===== config.mk =====
export PLATFORM = sky130hd
export DESIGN_NAME = approx_mult_error_monitor_flat
export DESIGN_NICKNAME = d
export VERILOG_FILES = /design/src/rtl/approx_mult_error_monitor_if.sv /design/src/rtl/approx_mult_error_monitor.sv /design/src/flat_wrapper.sv
export SDC_FILE = /design/constraint.sdc
export NUM_CORES = 1
export LEC_CHECK = 0
export BUFFER_PORTS_ARGS = -buffer_cell sky130_fd_sc_hd__clkbuf_2
export CAP_MARGIN = 20
export CORE_ASPECT_RATIO = 0.75
export CORE_MARGIN = 2
export CORE_UTILIZATION = 40
export CTS_CLUSTER_SIZE = 28
export DETAILED_ROUTE_END_ITERATION = 10
export GPL_ROUTABILITY_DRIVEN = 0
export PLACE_DENSITY = 0.67
export SYNTH_ARGS = -nofsm -noshare
export SYNTH_HDL_FRONTEND = slang
export SYNTH_SLANG_ARGS = --single-unit

===== constraint.sdc =====
create_clock -name clk -period 5.9 [get_ports clk]
set_clock_uncertainty 0.15 [all_clocks]
set_input_delay 0.59 -clock clk [delete_from_list [all_inputs] [get_ports clk]]
set_output_delay 0.59 -clock clk [all_outputs]
set_load 0.005 [all_outputs]

===== src/rtl/approx_mult_error_monitor_if.sv =====
// Sample stream between the multiplier under test and the error monitor.
// Handshake: a sample (x, y, z) transfers on a rising clk edge where
// in_valid && in_ready are both high; the source holds x/y/z stable while
// in_valid is high, and in_ready never depends combinationally on in_valid.
interface approx_mult_error_monitor_if #(
   parameter int W = 8
);
   logic             in_valid;
   logic             in_ready;
   logic [W-1:0]     x;
   logic [W-1:0]     y;
   logic [2*W-1:0]   z;

   modport master (output in_valid, output x, output y, output z, input in_ready);
   modport slave  (input in_valid, input x, input y, input z, output in_ready);
endinterface


===== src/rtl/approx_mult_error_monitor.sv =====
// Error-statistics monitor for an 8x8 approximate multiplier. Each accepted
// sample is compared against the exact product in a 2-stage pipeline and
// folded into count / error count / max error / saturating abs-error sum.
module approx_mult_error_monitor #(
   parameter int W     = 8,
   parameter int CNT_W = 16,
   parameter int ACC_W = 32
) (
   input  logic                 clk,
   input  logic                 rst_n,
   input  logic                 start,
   input  logic [CNT_W-1:0]     num_samples,
   approx_mult_error_monitor_if.slave s_if,
   output logic                 busy,
   output logic                 done,
   output logic [CNT_W-1:0]     sample_count,
   output logic [CNT_W-1:0]     err_count,
   output logic [2*W-1:0]       max_err,
   output logic [ACC_W-1:0]     sum_abs_err,
   output logic [1:0]           dbg_state
);

   typedef enum logic [1:0] {
      ST_IDLE  = 2'd0,
      ST_RUN   = 2'd1,
      ST_DRAIN = 2'd2,
      ST_DONE  = 2'd3
   } state_t;

   state_t            r_state;
   state_t            w_next;
   logic [CNT_W-1:0]  r_num;
   logic [CNT_W-1:0]  r_accepted;
   logic              r_zero_pass;   // forces done low for the cycle after a zero-length start

   logic [W-1:0]      r_s1_x;
   logic [W-1:0]      r_s1_y;
   logic [2*W-1:0]    r_s1_z;
   logic              r_s1_valid;
   logic [2*W-1:0]    r_s2_diff;
   logic              r_s2_neq;
   logic              r_s2_valid;

   logic [CNT_W-1:0]  r_sample_count;
   logic [CNT_W-1:0]  r_err_count;
   logic [2*W-1:0]    r_max_err;
   logic [ACC_W-1:0]  r_sum;

   logic              w_start_ok;
   logic              w_more;
   logic              w_xfer;
   logic [CNT_W-1:0]  w_acc_inc;
   logic [2*W-1:0]    w_exact;
   logic signed [2*W:0] w_diff_s;
   logic signed [2*W:0] w_diff_neg;
   logic [2*W-1:0]    w_diff;
   logic [ACC_W:0]    w_sum_ext;

   assign w_start_ok = start && ((r_state == ST_IDLE) || (r_state == ST_DONE));
   assign w_more     = (r_accepted < r_num);
   assign w_xfer     = s_if.in_valid && s_if.in_ready;
   assign w_acc_inc  = r_accepted + CNT_W'(1);

   // Exact product and signed difference; magnitude always fits 2W bits.
   assign w_exact    = {{W{1'b0}}, r_s1_x} * {{W{1'b0}}, r_s1_y};
   assign w_diff_s   = $signed({1'b0, r_s1_z}) - $signed({1'b0, w_exact});
   assign w_diff_neg = -w_diff_s;
   assign w_diff     = w_diff_s[2*W] ? w_diff_neg[2*W-1:0] : w_diff_s[2*W-1:0];

   // One spare bit catches the carry that signals accumulator overflow.
   assign w_sum_ext  = {1'b0, r_sum} + {{(ACC_W+1-2*W){1'b0}}, r_s2_diff};

   // State register.
   always_ff @(posedge clk or negedge rst_n) begin
      if (!rst_n) r_state <= ST_IDLE;
      else        r_state <= w_next;
   end

   // Next-state logic; start is only honoured from IDLE or DONE.
   always_comb begin
      w_next = r_state;
      case (r_state)
         ST_IDLE, ST_DONE: begin
            if (w_start_ok) w_next = (num_samples == '0) ? ST_DONE : ST_RUN;
         end
         ST_RUN: begin
            if (w_xfer && (w_acc_inc == r_num)) w_next = ST_DRAIN;
         end
         ST_DRAIN: begin
            if (!r_s1_valid && !r_s2_valid) w_next = ST_DONE;
         end
         default: w_next = ST_IDLE;
      endcase
   end

   // Outputs decoded from registered state only.
   always_comb begin
      s_if.in_ready = (r_state == ST_RUN) && w_more;
      busy          = (r_state == ST_RUN) || (r_state == ST_DRAIN);
      done          = (r_state == ST_DONE) && !r_zero_pass;
      dbg_state     = r_state;
   end

   // Run bookkeeping: latched length, accepted counter, zero-run marker.
   always_ff @(posedge clk or negedge rst_n) begin
      if (!rst_n) begin
         r_num       <= '0;
         r_accepted  <= '0;
         r_zero_pass <= 1'b0;
      end else begin
         r_zero_pass <= w_start_ok && (num_samples == '0);
         if (w_start_ok) begin
            r_num      <= num_samples;
            r_accepted <= '0;
         end else if (w_xfer) begin
            r_accepted <= w_acc_inc;
         end
      end
   end

   // Pipeline: S1 captures the transfer, S2 holds |z - x*y| and its nonzero flag.
   always_ff @(posedge clk or negedge rst_n) begin
      if (!rst_n) begin
         r_s1_x     <= '0;
         r_s1_y     <= '0;
         r_s1_z     <= '0;
         r_s1_valid <= 1'b0;
         r_s2_diff  <= '0;
         r_s2_neq   <= 1'b0;
         r_s2_valid <= 1'b0;
      end else begin
         r_s1_valid <= w_xfer && !w_start_ok;
         if (w_xfer) begin
            r_s1_x <= s_if.x;
            r_s1_y <= s_if.y;
            r_s1_z <= s_if.z;
         end
         r_s2_valid <= r_s1_valid && !w_start_ok;
         r_s2_diff  <= w_diff;
         r_s2_neq   <= (w_diff != '0);
      end
   end

   // Statistics accumulators; cleared on the edge that accepts a start.
   always_ff @(posedge clk or negedge rst_n) begin
      if (!rst_n) begin
         r_sample_count <= '0;
         r_err_count    <= '0;
         r_max_err      <= '0;
         r_sum          <= '0;
      end else if (w_start_ok) begin
         r_sample_count <= '0;
         r_err_count    <= '0;
         r_max_err      <= '0;
         r_sum          <= '0;
      end else if (r_s2_valid) begin
         r_sample_count <= r_sample_count + CNT_W'(1);
         r_err_count    <= r_err_count + CNT_W'(r_s2_neq);
         if (r_s2_diff > r_max_err) r_max_err <= r_s2_diff;
         r_sum          <= w_sum_ext[ACC_W] ? {ACC_W{1'b1}} : w_sum_ext[ACC_W-1:0];
      end
   end

   assign sample_count = r_sample_count;
   assign err_count    = r_err_count;
   assign max_err      = r_max_err;
   assign sum_abs_err  = r_sum;

endmodule

===== src/flat_wrapper.sv =====
// flat-port wrapper written by rule: the top's interface ports become plain ports
module approx_mult_error_monitor_flat 
#(
   parameter int W     = 8,
   parameter int CNT_W = 16,
   parameter int ACC_W = 32
)
  (clk, rst_n, start, num_samples, busy, done, sample_count, err_count, max_err, sum_abs_err, dbg_state, s_if_in_valid, s_if_x, s_if_y, s_if_z, s_if_in_ready);
  approx_mult_error_monitor_if #(.W(W)) s_if_i ();
  input  logic clk;
  input  logic rst_n;
  input  logic start;
  input  logic [CNT_W-1:0] num_samples;
  output logic busy;
  output logic done;
  output logic [CNT_W-1:0] sample_count;
  output logic [CNT_W-1:0] err_count;
  output logic [2*W-1:0] max_err;
  output logic [ACC_W-1:0] sum_abs_err;
  output logic [1:0] dbg_state;
  input wire logic [$bits(s_if_i.in_valid)-1:0] s_if_in_valid;
  input wire logic [$bits(s_if_i.x)-1:0] s_if_x;
  input wire logic [$bits(s_if_i.y)-1:0] s_if_y;
  input wire logic [$bits(s_if_i.z)-1:0] s_if_z;
  output wire logic [$bits(s_if_i.in_ready)-1:0] s_if_in_ready;
  assign s_if_i.in_valid = s_if_in_valid;
  assign s_if_i.x = s_if_x;
  assign s_if_i.y = s_if_y;
  assign s_if_i.z = s_if_z;
  assign s_if_in_ready = s_if_i.in_ready;
  approx_mult_error_monitor #(.W(W), .CNT_W(CNT_W), .ACC_W(ACC_W)) u_core (.clk(clk), .rst_n(rst_n), .start(start), .num_samples(num_samples), .s_if(s_if_i), .busy(busy), .done(done), .sample_count(sample_count), .err_count(err_count), .max_err(max_err), .sum_abs_err(sum_abs_err), .dbg_state(dbg_state));
endmodule

==> flow_results.org <==
** Run status
- Outcome :: complete, no violations

** Clock network
- Buffers inserted during clock tree synthesis total 17.
- The clock passes through at most 2 buffers.
- The tree is rooted in a clkbuf_16.
- CTS tree :: done
- CTS clk-pin slew, worst paths :: 0.07 ns
- CTS built an H-tree with a depth of 4.
- At the later pin of the worst-skew pair, clock insertion delay measures 0.45 ns.
- CTS saw 166 sinks.

** Global route
- The number of global-route vias before repair was about 9,500.
- Number of antenna violations at the first check in global routing :: 0
- The first global-routing pass estimated a little under 50 mm of wire.
- GRT Resource Usage Total :: around a fifth
- Entering global routing, the biggest net connects 73 pins.
- Summed over all layers, the global routing overflow is 0.

** Logic synthesis
- Of the total synthesized cell area, the portion taken by AND, OR, NAND and NOR gates is 16.4%.
- Post-synthesis share of cell area spent on full adders, half adders and majority gates :: 18.8%
- Post-synthesis sequential element count :: 166
- When the netlist entered floorplanning its net count stood at about 1,500.
- In this run, synthesis inferred 0 flip-flops with an integrated enable.
- Top cell type's share of synthesized area :: roughly 35%
- In the synthesized netlist the async set-or-reset flop fraction comes to 100%.
- After synthesis, the mean cell area works out to 9.38 um2.
- Counting distinct cell types in the post-synthesis netlist gives 73.
- In the synthesized netlist, mux cells make up 5.09% of the area.
- Main flop type after synthesis :: dfrtp_1
- Summing the areas of all xor and xnor instances in the mapped netlist gives roughly 6.5% of the synthesized area.
- Top cell type by total area after synthesis :: dfrtp_1
- Number of warning messages in the yosys log :: 0
- Largest family of logic cells by synthesized area :: adder cells
- After synthesis, the cell types taking the most area are dfrtp_1, ha_1, fa_1, inv_1, xnor2_1.
- Sequential share of the synthesized area :: 34.5%
- The mapped netlist covers 0.0120 mm2.
- Synthesis produced 1,283 cells.
- Synth Area in Compound Gates :: between 10% and 20%

** Final layout
- Leaving out fill and tap cells, the most frequent cell in the layout is dfrtp_1.
- Fill cells in the final layout number 2,831.
- Combined area of the multi-input logic cells :: approximately 0.0072 mm2
- Area growth from synthesis to layout :: 15.3%
- Most frequent cells in the layout :: dfrtp_1, inv_1, clkbuf_2, nand2_1, nor2_1
- Number of antenna diodes :: 0
- Area taken by flip-flops and latches :: ~0.0042 mm2
- At the end of the flow the core is filled with cells to a little under half.
- Share of post-route cells with drive strength above 1 :: 18.8%
- Final nets :: 1,622

** Timing
- After routing, the total negative slack on setup checks comes to 0 ns.
- The count of pins over their slew limit came to 0.
- For the pin with the worst max-slew slack, the measured transition is roughly 1.1 ns.
- Derived from the worst setup path, the maximum achievable clock frequency is 176 MHz.
- Final setup violation count :: 0
- The final critical path takes up 96.3% of the cycle.
- Slew HR :: about a quarter
- Final critical-path required period :: around 5.7 ns
- Number of hold-slack violations in the final timing report :: 0

** Worst hold path
- Worst min path class :: input pin to flip-flop
- Hold path cells :: 3

** Worst setup path
- STA puts the critical path data required time at between 6 and 7 ns.
- CP Class :: flip-flop to flip-flop
- Register-to-Register Path Depth :: 19
- For the worst setup path, the data arrival time is 5.84 ns.
- Worst-path fanout max :: 6
- STA classifies the critical path endpoint as a flip-flop.
- The worst setup path is launched from a flip-flop.

** Detailed routing
- The routed design uses about 13 mm of met2 wire.
- After detailed routing, the number of vias per cell comes to 5.27.
- After detailed routing, the wire length on met1 is 15.0 mm.
- DRT Wirelength :: ~29 mm
- Summing over every cut layer, the via total after detailed routing is 9,616.
- Routed len/inst :: 16.0 um
- Highest routed layer :: met4
- The routed design uses roughly 1.3 mm of met3 wire.
- The detail route stage leaves a number of antenna-violating nets equal to 0.
- For this run, design rule violations remaining after detail routing come to 0.
- The first routing iteration left 781 violations.
- Iteration count of the initial detailed-routing pass :: 5

** Floorplanning
- The initial utilization of the core area, before any placement, comes to about two fifths.
- Measured along the y axis, the die boundary spans 154 um.
- The die is 204 um wide.
- Top-level port count :: between 100 and 150
- The initialized floorplan defines 54 standard-cell rows.
- Core area :: 0.0293 mm2
- The die covers 0.0315 mm2.

** Power and ir drop
- Peak supply drop :: approximately 0.55 mV
- Static Leak :: 6.54 nW
- PD cells :: 668 mW/mm2

** Run
- Max-cap violations :: 0

** Place
- Input and output buffers added on the ports amount to 136.
- Placed wire-length estimate :: 21.9 mm
-- stage by stage --
stage / area, um2 / total power, W / std cells / hold WS (ns) / setup slack [ns]
4_1_cts: 13700 / 0.00896 / 1811 / 0.199 / 0.0456
3_5_place_dp: 13100 / 0.00779 / 1778 / 0.316 / 0.0476
6_report: 13900 / 0.00927 / 1825 / 0.211 / 0.219
5_1_grt: 13900 / 0.0102 / 1825 / 0.211 / -0.00949
2_1_floorplan: 12000 / 0.00636 / 1283 / 0.144 / 0.353
3_3_place_gp: 13100 / 0.00766 / 1778 / 0.315 / 0.188
-- sequential cells by signal, indices dropped and copies added (netlist names), 2 cells and up --
register,flops
u_core.dbg_state,2
u_core.r_s1_z,16
u_core.sum_abs_err,32
u_core.r_s1_y,8
u_core.r_accepted,16
u_core.err_count,16
u_core.r_s1_x,8
u_core.r_num,16
u_core.max_err,16
u_core.sample_count,16
u_core.r_s2_diff,16
-- final timing paths --
check,slack (ns),to,startpoint
setup / recovery,0.22,u_core.r_s2_neq$_DFF_PN0_,u_core.r_s1_x[4]$_DFFE_PN0P_
hold / removal,0.21,u_core.r_num[15]$_DFFE_PN0P_,num_samples[15]
setup reg to reg,0.22,u_core.r_s2_neq$_DFF_PN0_,u_core.r_s1_x[4]$_DFFE_PN0P_
hold reg to reg,0.34,u_core.r_s2_valid$_DFF_PN0_,u_core.r_s1_valid$_DFF_PN0_
max in group asynchronous,3.66,u_core.r_s1_x[3]$_DFFE_PN0P_,rst_n
min in group asynchronous,0.51,u_core.err_count[14]$_DFFE_PN0P_,rst_n
-- cells in the mapped netlist (38+ instances only) --
master   instances
nor2_1         104
a21oi_1         60
xor2_1          41
xnor2_1         48
o21ai_0         64
ha_1            98
inv_1          142
nand2_1        105
and2_1          38
dfrtp_1        166
fa_1            52
-- cell type report --
| type | count | area share, % |
|---|---|---|
| Clock buffer | 17 | 3.07 |
| Clock inverter | 15 | 1.10 |
| Inverter | 142 | 3.84 |
| Multi-Input combinational cell | 932 | 52.1 |
| Sequential cell | 166 | 30.0 |
| Tap cell | 392 | 3.53 |
| Timing Repair Buffer | 161 | 6.33 |
-- metal layers --
layer  vias up  track usage (%)
li1       4652                -
met1      4729             28.6
met2       220             28.9
met3        15             3.18
met4         0             4.04
met5         -                0
-- critical path, cell delays in order (launching register included) --
cell and delay [ns]:
dfrtp_2 0.46, clkbuf_2 0.17, and2_1 0.19, fa_1 0.50
fa_1 0.54, inv_1 0.06, fa_1 0.53, inv_1 0.05
fa_1 0.53, inv_1 0.07, ha_4 0.27, and3_1 0.20
a221o_1 0.39, a21oi_4 0.24, buf_4 0.15, nor3_4 0.05
buf_4 0.18, or3_1 0.41, a2111oi_4 0.29, nand4b_1 0.12
-- power by group --
part | leakage, nW | internal (W) | switching (W)
registers | 1.83 | 0.00151 | 0.000396
logic | 4.43 | 0.00273 | 0.00352
clock network | 0.286 | 0.000564 | 0.000557
-- cells by family after synthesis --
group                      Yosys count
and+or+nand+nor                    398
xor gates and xnor gates            89
DFF                                166
AOI/OAI and AO/OA                  237
adders and majority gates          150
buffers and inverters              186
muxes                               57
-- timing repair --
item | 4_1_cts | 5_1_grt
hold endpoints to repair | 54 | 0
setup buffers | 0 | 12
hold buffers | 1 | 0
endpoints found under the setup margin | 0 | 1
resized for setup | 0 | 23
Power figures use the tool's default switching activity.
